`config.mk`:
```
export PLATFORM = sky130hd
export DESIGN_NAME = alu_arbiter
export DESIGN_NICKNAME = d
export VERILOG_FILES = /design/src/rtl/alu_arbiter.sv
export SDC_FILE = /design/constraint.sdc
export NUM_CORES = 1
export LEC_CHECK = 0
export CORE_AREA = 2 2 116 118
export CTS_BUF_LIST = sky130_fd_sc_hd__clkbuf_4 sky130_fd_sc_hd__clkbuf_8
export DETAILED_ROUTE_END_ITERATION = 10
export DIE_AREA = 0 0 118 120
export PLACE_DENSITY = 0.78
export SYNTH_ARGS = -nofsm -noshare
export SYNTH_HDL_FRONTEND = slang
export SYNTH_SLANG_ARGS = --single-unit
```
`constraint.sdc`:
```
create_clock -name clock_i -period 2.5 [get_ports clock_i]
set_clock_uncertainty 0.15 [all_clocks]
set_input_delay 0.25 -clock clock_i [delete_from_list [all_inputs] [get_ports clock_i]]
set_output_delay 0.25 -clock clock_i [all_outputs]
set_load 0.1 [all_outputs]
```
`src/rtl/alu_arbiter.sv`:
```
// Round-robin arbiter that lets two requesters share one registered adder.
// Each requester runs an IDLE/INFLIGHT/DONE FSM; a 2-stage tag pipeline routes sums back.
module alu_arbiter #(
  parameter int nb_bits = 32
) (
  input  logic                       clock_i,
  input  logic                       reset_i,
  input  logic [1:0]                 req_valid_i,
  output logic [1:0]                 req_ready_o,
  input  logic [2*nb_bits-1:0]       req_a_i,
  input  logic [2*nb_bits-1:0]       req_b_i,
  output logic [1:0]                 rsp_valid_o,
  input  logic [1:0]                 rsp_ready_i,
  output logic [2*(nb_bits+1)-1:0]   rsp_sum_o,
  output logic [nb_bits-1:0]         alu_a_o,
  output logic [nb_bits-1:0]         alu_b_o,
  input  logic [nb_bits:0]           alu_sum_i,
  output logic                       alu_resetb_o
);

  typedef enum logic [1:0] {
    IDLE     = 2'd0,
    INFLIGHT = 2'd1,
    DONE     = 2'd2
  } state_t;

  state_t state_q [2];
  state_t state_d [2];

  logic       last_grant_q;
  logic       s1_valid_q, s1_id_q;
  logic       s2_valid_q, s2_id_q;
  logic [1:0] eligible;
  logic [1:0] capture;
  logic       grant_valid;
  logic       grant_id;

  assign alu_resetb_o = ~reset_i;

  // Eligibility is masked by reset so req_ready_o drops the moment reset rises.
  always_comb begin
    for (int i = 0; i < 2; i++) begin
      eligible[i]    = (state_q[i] == IDLE) & req_valid_i[i] & ~reset_i;
      capture[i]     = s2_valid_q & (s2_id_q == 1'(i));
      rsp_valid_o[i] = (state_q[i] == DONE);
    end
  end

  // NOTE: every output gets a default first, so no path can leave a latch behind.
  always_comb begin
    grant_valid = |eligible;
    grant_id    = (&eligible) ? ~last_grant_q : eligible[1];
    req_ready_o = 2'b00;
    alu_a_o     = '0;
    alu_b_o     = '0;
    if (grant_valid) begin
      req_ready_o = 2'b01 << grant_id;
      alu_a_o     = req_a_i[grant_id*nb_bits +: nb_bits];
      alu_b_o     = req_b_i[grant_id*nb_bits +: nb_bits];
    end
  end

  always_comb begin
    for (int i = 0; i < 2; i++) begin
      state_d[i] = state_q[i];
      unique case (state_q[i])
        IDLE:     if (req_ready_o[i])  state_d[i] = INFLIGHT;
        INFLIGHT: if (capture[i])      state_d[i] = DONE;
        DONE:     if (rsp_ready_i[i])  state_d[i] = IDLE;
        default:                       state_d[i] = IDLE;
      endcase
    end
  end

  // NOTE: sequential state uses non-blocking assignments so every register samples pre-edge values.
  always_ff @(posedge clock_i or posedge reset_i) begin
    if (reset_i) begin
      state_q[0]   <= IDLE;
      state_q[1]   <= IDLE;
      last_grant_q <= 1'b1;
      s1_valid_q   <= 1'b0;
      s1_id_q      <= 1'b0;
      s2_valid_q   <= 1'b0;
      s2_id_q      <= 1'b0;
      rsp_sum_o    <= '0;
    end else begin
      state_q[0] <= state_d[0];
      state_q[1] <= state_d[1];
      if (grant_valid) last_grant_q <= grant_id;
      s1_valid_q <= grant_valid;
      s1_id_q    <= grant_id;
      s2_valid_q <= s1_valid_q;
      s2_id_q    <= s1_id_q;
      // The adder output lines up with stage 2; the slice then holds until the next capture.
      for (int i = 0; i < 2; i++) begin
        if (capture[i]) rsp_sum_o[i*(nb_bits+1) +: nb_bits+1] <= alu_sum_i;
      end
    end
  end

endmodule

```
==> flow_summary_export.csv <==
group,metric,value,unit
outcome,outcome,"complete, no violations",
critical_path,critical_path_class,"reg2out",
synth,synth_area,4080,um^2
clock_network,clkTransAtPathRegs,70,ps
clock_network,postCtsSetupBuffers,0,
synth,ys_seq_area_share,46.0,%
timing,period_share,97.5,%
route,vias_per_cell,5.11,
route,drcViolationCount,0,
final_layout,layout_common_cells,"clkdlybuf4s50_1, nand3_1, buf_12",
timing,fmax,0.410,GHz
critical_path,cp_max_fo,65,
floorplan,die_w,118,um
place,dpl.hpwl,12.3,mm
hold_path,worstHoldEndpoint,"s2_id_q",
timing,whs,198,ps
route,via_count,4419,
timing,worst_pin_slew,482,ps
synth,synth.distinct_cells,23,
synth,synth_edf_count,0,
synth,syn_area_per_cell,10.1,um^2
hold_path,hp-start,"s1_id_q",
global_route,grt_usage,22.0,%
global_route,grt_pass1_vias,4696,
global_route,grt_overflow,0,
route,first_pass_iters,6,
synth,ys_seq_elements,75,
synth,ys_top_cells_by_area,"dfrtp_1, mux2_2, nand3_1",
floorplan,core-area,13000,um^2
critical_path,r2r_end,"state_q[2]",
hold_path,worstHoldPathCells,0,
synth,synth_ff_type,"dfrtp_1",
clock_network,clock_path_buffers,2,
timing,period_minus_slack,2440,ps
clock_network,numCtsBuffers,9,
global_route,grt_pass1_wl,24.8,mm
clock_network,htreeDepth,3,
floorplan,rows,42,
floorplan,design.die.area,14200,um^2
final_layout,layout-drive-gt1-share,45.2,%
clock_network,cts_tree,"built",
place,routabilityCongestion,0.858,
route,route.antenna.remaining_nets,0,
critical_path,rrSetupSlack,730,ps
critical_path,setup.worst_path.end_class,"primary output",
synth,synthesis.instances,404,
clock_network,cts_resized,0,
route,wl_per_cell,18.5,um
synth,async_reset_ff_share,100,%
final_layout,num-fill-cells,1000,
critical_path,r2r_start,"state_q[0]",
timing,rsz0062_at_grt,"true",
critical_path,worstSetupStartpoint,"state_q[0]",
final_layout,final_common_cell,"clkdlybuf4s50_1",
clock_network,insertion_delay,340,ps
global_route,antenna_found_initial,0,
route,drt-total-wl,16.0,mm
route,drt-initial-drc-count,249,
critical_path,worst_ep_arrival_time,2040,ps
timing,drv_slew,0,
hold_path,hold_class,"reg2reg",
final_layout,area_growth,101,%
final_layout,diodes,0,
floorplan,die_h,120,um
timing,finalSetupViolCount,0,
critical_path,crit_required,2100,ps
timing,max-slew-margin-rel,67.9,%
place,io_buffers,301,
global_route,grt_max_degree,71,
final_layout,fin_nets,850,
clock_network,clkSinkCount,75,
floorplan,ios,302,
synth,syn_nets,571,
synth,yosysWarnings,0,
synth,yosysTopAreaCell,"dfrtp_1",
critical_path,start_kind,"flop",
critical_path,reg2regPathDepth,4,
floorplan,start_util,31.4,%
clock_network,root_buffer,"clkbuf_8",
synth,synth_top_area_share,45.4,%
run,maxCapViolCount,0,
timing,finalHoldViolCount,0,
## how the worst max path moves through the flow
stage	endpoint	cells past startpoint
finish	alu_b_o[25]	5
floorplan	last_grant_q	4
global route	alu_a_o[9]	5
detailed placement	alu_b_o[25]	6
CTS	alu_b_o[25]	5
global placement	alu_b_o[2]	6
## logic make-up after synthesis
logic type | Yosys count | synth area share (%)
simple gates | 147 | 20.1
flops | 75 | 46.0
compound gates | 70 | 9.72
mux | 66 | 18.2
buf+inv | 46 | 5.98
## through the flow
step	util [%]	cell area, um^2	setup TNS [ps]	std cells	worst slack [ps]
2_1_floorplan	-	4290	-249	404	-249
3_3_place_gp	61.6	8000	0	847	157
3_5_place_dp	61.6	8000	0	847	142
4_1_cts	63.2	8200	0	864	47.3
5_1_grt	63.2	8200	-13.5	864	-13.3
6_report	63.2	8200	0	864	63.2
## cell type report
type,instances,area [um^2],share of cell area [%]
clock buffers,11,139,1.69
clock inverters,5,53.8,0.656
inverters,3,15.0,0.183
multi-input cells,283,2200,26.9
flip-flops and latches,75,1880,22.9
well taps,176,220,2.69
repair buffers,311,3690,45.0
## synth_stat cells, drive strengths merged, types with 3 or more instances
cell	n
inv	3
dfrtp	74
clkbuf	15
buf	28
nor2b	4
nand3	128
a21oi	65
mux2	66
nand2b	3
nand2	3
nor2	5
## worst max-delay path, stage by stage, from the launching register on
cell,delay [ps]
dfrtp_1,440
or4b_4,580
buf_12,230
nand3_1,150
a21oi_2,90
buf_12,190
## routing by layer
metal	track usage, %	share of wire, %	vias up
li1	-	-	2013
met1	25.3	38	2141
met5	0	0	-
met4	6.85	2.1	0
met3	6.65	8.3	26
met2	39.4	51	239
## sequential cells by signal, summed over array words and instances (netlist names)
register	cells
s2_valid_q	1
s2_id_q	1
rsp_sum_o	66
state_q	4
s1_id_q	1
s1_valid_q	1
last_grant_q	1
## repair_timing
action,4_1_cts,5_1_grt
hold buffers,1,0
setup endpoints to repair,0,2
hold endpoints to repair,14,0
Power is left out: the tool's default activity adds up to more than one toggle a clock period on the data nets, which glitch-free logic cannot reach.
